--- src/rtl/tff_down_timer_if.sv ---
// Control and status bundle for tff_down_timer: count/load controls in,
// registered count, busy and done out.
interface tff_down_timer_if #(
  parameter int unsigned WIDTH = 4
);
  logic             T;
  logic             LOAD;
  logic [WIDTH-1:0] D;
  logic             RELOAD;
  logic [WIDTH-1:0] Q;
  logic             BUSY;
  logic             DONE;

  modport master (
    output T, LOAD, D, RELOAD,
    input  Q, BUSY, DONE
  );

  modport slave (
    input  T, LOAD, D, RELOAD,
    output Q, BUSY, DONE
  );
endinterface

--- src/rtl/tff_down_timer.sv ---
// Loadable falling-edge down counter/timer with one-shot or auto-reload mode.
// Define TFF_DOWN_TIMER_STICKY_DONE_EN to hold DONE until the next LOAD/RESET.
module tff_down_timer #(
  parameter int unsigned WIDTH = 4
) (
  input  logic               CLK,
  input  logic               RESET,
  tff_down_timer_if.slave    bus
);

  typedef enum logic {
    IDLE,
    RUN
  } state_t;

  localparam logic [WIDTH-1:0] ONE = WIDTH'(1);

  state_t           state, state_n;
  logic [WIDTH-1:0] q, q_n;
  logic [WIDTH-1:0] r, r_n;
  logic             done, done_n;

  always_ff @(negedge CLK or posedge RESET) begin
    if (RESET) begin
      state <= IDLE;
      q     <= '0;
      r     <= '0;
      done  <= 1'b0;
    end else begin
      state <= state_n;
      q     <= q_n;
      r     <= r_n;
      done  <= done_n;
    end
  end

  always_comb begin
    state_n = state;
    q_n     = q;
    r_n     = r;
`ifdef TFF_DOWN_TIMER_STICKY_DONE_EN
    done_n  = done;
`else
    done_n  = 1'b0;
`endif
    if (bus.LOAD) begin
      // A load wins even on the terminal edge, so no DONE is raised there.
      q_n    = bus.D;
      r_n    = bus.D;
      done_n = (bus.D == '0);
      if (bus.D != '0) begin
        state_n = RUN;
      end else begin
        state_n = IDLE;
      end
    end else if (state == RUN && bus.T) begin
      if (q == ONE) begin
        done_n = 1'b1;
        if (bus.RELOAD) begin
          q_n = r;
        end else begin
          q_n     = '0;
          state_n = IDLE;
        end
      end else if (q > ONE) begin
        q_n = q - ONE;
      end
    end
  end

  // BUSY comes straight from the state flop, so it is registered.
  assign bus.Q    = q;
  assign bus.BUSY = (state == RUN);
  assign bus.DONE = done;

endmodule

--- src/flat_wrapper.sv ---
// flat-port wrapper written by rule: the top's interface ports become plain ports
module tff_down_timer_flat 
#(
  parameter int unsigned WIDTH = 4
)
  (CLK, RESET, bus_T, bus_LOAD, bus_D, bus_RELOAD, bus_Q, bus_BUSY, bus_DONE);
  tff_down_timer_if #(.WIDTH(WIDTH)) bus_i ();
  input  logic CLK;
  input  logic RESET;
  input wire logic [$bits(bus_i.T)-1:0] bus_T;
  input wire logic [$bits(bus_i.LOAD)-1:0] bus_LOAD;
  input wire logic [$bits(bus_i.D)-1:0] bus_D;
  input wire logic [$bits(bus_i.RELOAD)-1:0] bus_RELOAD;
  output wire logic [$bits(bus_i.Q)-1:0] bus_Q;
  output wire logic [$bits(bus_i.BUSY)-1:0] bus_BUSY;
  output wire logic [$bits(bus_i.DONE)-1:0] bus_DONE;
  assign bus_i.T = bus_T;
  assign bus_i.LOAD = bus_LOAD;
  assign bus_i.D = bus_D;
  assign bus_i.RELOAD = bus_RELOAD;
  assign bus_Q = bus_i.Q;
  assign bus_BUSY = bus_i.BUSY;
  assign bus_DONE = bus_i.DONE;
  tff_down_timer #(.WIDTH(WIDTH)) u_core (.CLK(CLK), .RESET(RESET), .bus(bus_i));
endmodule
--- config.mk ---
export PLATFORM = sky130hd
export DESIGN_NAME = tff_down_timer_flat
export DESIGN_NICKNAME = d
export VERILOG_FILES = /design/src/rtl/tff_down_timer_if.sv /design/src/rtl/tff_down_timer.sv /design/src/flat_wrapper.sv
export SDC_FILE = /design/constraint.sdc
export NUM_CORES = 1
export LEC_CHECK = 0
export ABC_AREA = 1
export CORE_MARGIN = 2
export CORE_UTILIZATION = 40
export DETAILED_ROUTE_END_ITERATION = 8
export HOLD_SLACK_MARGIN = 0.15
export PLACE_DENSITY = 0.67
export SYNTH_ARGS = -nofsm -noshare
export SYNTH_HDL_FRONTEND = slang
export SYNTH_SLANG_ARGS = --single-unit
export TNS_END_PERCENT = 50
--- constraint.sdc ---
create_clock -name CLK -period 1.5 [get_ports CLK]
set_input_delay 0.15 -clock CLK [delete_from_list [all_inputs] [get_ports CLK]]
set_output_delay 0.15 -clock CLK [all_outputs]
set_load 0.005 [all_outputs]
# Word level (Yosys, flattened, before mapping)
# Cells that the tools add are included.
word_totals:
  register_bits: 10
classes:
  eq_ne: 2
  n_addsub: 1
  n_lt_le_gt_ge: 1
  reduce_logical: 8
  n_mux: 13
ops:
  columns: ["op", "n"]
  rows:
  - ["$mux 4", 5]
  - ["$mux 1", 8]
  - ["$eq 4x1->1 const B", 1]
  - ["$gt 4x1->1 const B", 1]
  - ["$logic_not 4->1", 1]
  - ["$reduce_bool 2->1", 2]
  - ["$reduce_bool 4->1", 1]
  - ["$sub 4x1->4 const B", 1]
  - ["$reduce_and 3->1", 1]
  - ["$reduce_bool 3->1", 1]
  - ["$ne 2x2->1 const B", 1]
  - ["$reduce_and 2->1", 1]
  - ["$logic_and 1x1->1", 1]

# Longest topological paths before layout
depth:
  depth_word: 5
  ltp_mapped: 9
  ltp_nobuf: 9

==> results.json <==
{
  "grt_pass1_wl_mm": 2.66,
  "slew_violations": 0,
  "cp_top_family": "flip-flops",
  "start_util_pct": 41.5,
  "place_congestion": 0.847,
  "fp.dieH_um": 43.1,
  "min_path_cells": 2,
  "p_leak_nw": 0.482,
  "nFillCells": 141,
  "syn_area_um2": 611,
  "clkSinkCount": 10,
  "detailed_place_hpwl_mm": 1.17,
  "rsz0062_at_grt": "yes",
  "placed_cells": 128,
  "via_per_inst": 4.98,
  "p_int_uw": 734,
  "slew_headroom_pct": 85.5,
  "cts_tree": "yes",
  "clockBufferDepth": 2,
  "cts_max_level": 1,
  "drive_above_1_share_pct": 32.8,
  "vdd_ir_drop_max_uv": 743,
  "ys_types": 17,
  "p_comb_share_pct": 55.4,
  "hold_path.class": "reg -> reg",
  "dieArea_um2": 1860,
  "status": "finished with violations",
  "grt_pass1_vias": 647,
  "p_clk_share_pct": 14.9,
  "port_buffers": 14,
  "slowest_stage": "dfrtn_1",
  "worstHoldEndpoint": "u_core.r[3]",
  "crit_start": "u_core.bus.Q[3]",
  "worstPathArrival_ns": 1.56,
  "syn-num-nets": 97,
  "regArea_um2": 250,
  "worst_ep_required_time_ns": 1.35,
  "layout.nets": 129,
  "rr_worst_depth": 10,
  "grtUsageTotal_pct": 19.4,
  "wire_per_inst_um": 11.0,
  "drc": 0,
  "swShare_pct": 40.3,
  "rows": 14,
  "syn_inst": 86,
  "grt_max_degree": 11,
  "dr.pass1.iters": 5,
  "clock_latency_ns": 0.27,
  "maxCapViolCount": 0,
  "reg2reg_setup_slack_ns": 0.08,
  "skew_ns": 0.000843,
  "synth_seq_area_share_pct": 41.0,
  "antenna_cells": 0,
  "setup_viol": 6,
  "worstReg2RegEnd": "u_core.bus.Q[1]",
  "failed_checks": "negative setup slack",
  "root_buffer": "clkbuf_4",
  "max_stage_delay_ns": 0.42,
  "r2r_start": "u_core.bus.Q[1]",
  "crit_chain": "buf_2",
  "cp-end-kind": "output port",
  "ant_nets": 0,
  "cts_inserted_buffers": 3,
  "multi_input_area_um2": 345,
  "fp.coreArea_um2": 1470,
  "cp-start-kind": "register",
  "wirelength_mm": 1.46,
  "worstPathMaxFanout": 2,
  "die_x_um": 43.1,
  "setup_ws_ns": -0.211,
  "switching_power_uw": 495,
  "hold_violations": 0,
  "drtIter0Drc": 11,
  "post-place-ws_ns": -0.624,
  "grt_overflow": 0,
  "hp-start": "u_core.r[3]",
  "syn_to_final_growth_pct": 50.0,
  "tightestPinTransition_ns": 0.216,
  "antenna_found_initial": 0,
  "clk_pin_slew_ns": 0.05,
  "ys_seq_elements": 10,
  "vias": 658,
  "critPathKind": "reg -> out",
  "boundaryPins": 15,
  "avgSynthCellArea_um2": 7.10,
  "p_seq_share_pct": 29.6,
  "fin_cells": 132,
  "cp.buffers_inverters": 1,
  "power.density_nw_per_um2": 1340,
  "synth-warning-count": 0
}
-- layout by cell type, fill, tap and decap left out, drive strengths merged --
cell type	instances
nor3	1
dfrtn	10
clkinv	1
clkdlybuf4s50	1
ha	2
dlygate4sd2	6
clkbuf	3
a21oi	1
nand4	4
clkdlybuf4s15	1
nor2	14
nand2	26
o21ai	4
buf	20
nand3	10
inv	12
-- repair_timing --
item,CTS,global route
setup endpoints to repair,16,11
buffers inserted,1,0
hold buffers,0,0
gates resized for setup,41,4
cloned,0,0
pin swaps,4,1
-- layout make-up --
type / instances / area share, %
multi-input combinational: 62 / 37.7
sequential: 10 / 27.3
timing repair buffer: 28 / 24.2
inverter: 13 / 6.15
clock buffer: 3 / 2.46
tap: 16 / 2.19
-- synth_stat cells (all sizes together) --
cell type | instances | area share (%)
nand2 | 26 | 18
nor2 | 14 | 10
inv | 13 | 8.0
dfrtn | 10 | 41
nand3 | 10 | 8.2
nand4 | 4 | 5.1
o21ai | 4 | 3.3
ha | 2 | 4.1
a21oi | 1 | 0.82
buf | 1 | 0.82
nor3 | 1 | 0.82
-- worst min-delay path: cells and delay by family (launching register included) --
family           cells  cell delay, ns
DFF                  1            0.40
and+or+nand+nor      2            0.15
-- registers in the layout, summed over array words and instances, names as in the netlist --
signal,count
u_core.bus.Q,4
u_core.bus.DONE,1
u_core.bus.BUSY,1
u_core.r,4
-- how the worst max path moves through the flow --
| stage | end | slack (ns) | cells after the start |
|---|---|---|---|
| after floorplan | u_core.bus.Q[0] | 0.01 | 6 |
| after global placement | u_core.bus.BUSY | -0.62 | 6 |
| after detailed placement | u_core.bus.BUSY | -0.62 | 6 |
| after CTS | bus_Q[3] | -0.21 | 1 |
| after global routing | bus_BUSY | -0.23 | 1 |
| final | bus_Q[3] | -0.21 | 1 |
-- power by group through the flow --
stage | registers [mW] | logic [mW] | clock network, mW
2_1_floorplan | 0.409 | 0.322 | 0
3_3_place_gp | 0.370 | 0.665 | 0
3_5_place_dp | 0.370 | 0.674 | 0
4_1_cts | 0.364 | 0.651 | 0.188
5_1_grt | 0.372 | 0.765 | 0.203
6_report | 0.364 | 0.681 | 0.184
-- cell families after synthesis --
group | Yosys count | share of synthesized area (%)
DFF | 10 | 41.0
and+or+nand+nor | 55 | 42.0
AOI/OAI and AO/OA | 5 | 4.10
adders and majority gates | 2 | 4.10
buffers and inverters | 14 | 8.81
-- metal layers --
| layer | global-route usage [%] | share of wire, % | up-vias |
|---|---|---|---|
| li1 | - | - | 336 |
| met1 | 25.6 | 49 | 300 |
| met2 | 30.3 | 44 | 18 |
| met3 | 3.83 | 4.8 | 4 |
| met4 | 9.09 | 2.0 | 0 |
| met5 | 0 | 0 | - |
-- through the flow --
| step | utilization, % | area [µm²] | TNS (ns) | hold slack, ns | power (mW) |
|---|---|---|---|---|---|
| after global placement | 60.1 | 885 | -6.50 | 0.462 | 1.04 |
| after global routing | 62.2 | 916 | -1.42 | 0.522 | 1.34 |
| final | 62.2 | 916 | -1.11 | 0.470 | 1.23 |
| after CTS | 61.2 | 901 | -1.13 | 0.476 | 1.20 |
| after floorplan | - | 619 | 0 | 0.441 | 0.731 |
| after detailed placement | 60.1 | 885 | -6.62 | 0.475 | 1.04 |
Note: power is estimated with default switching activity, not from simulation.
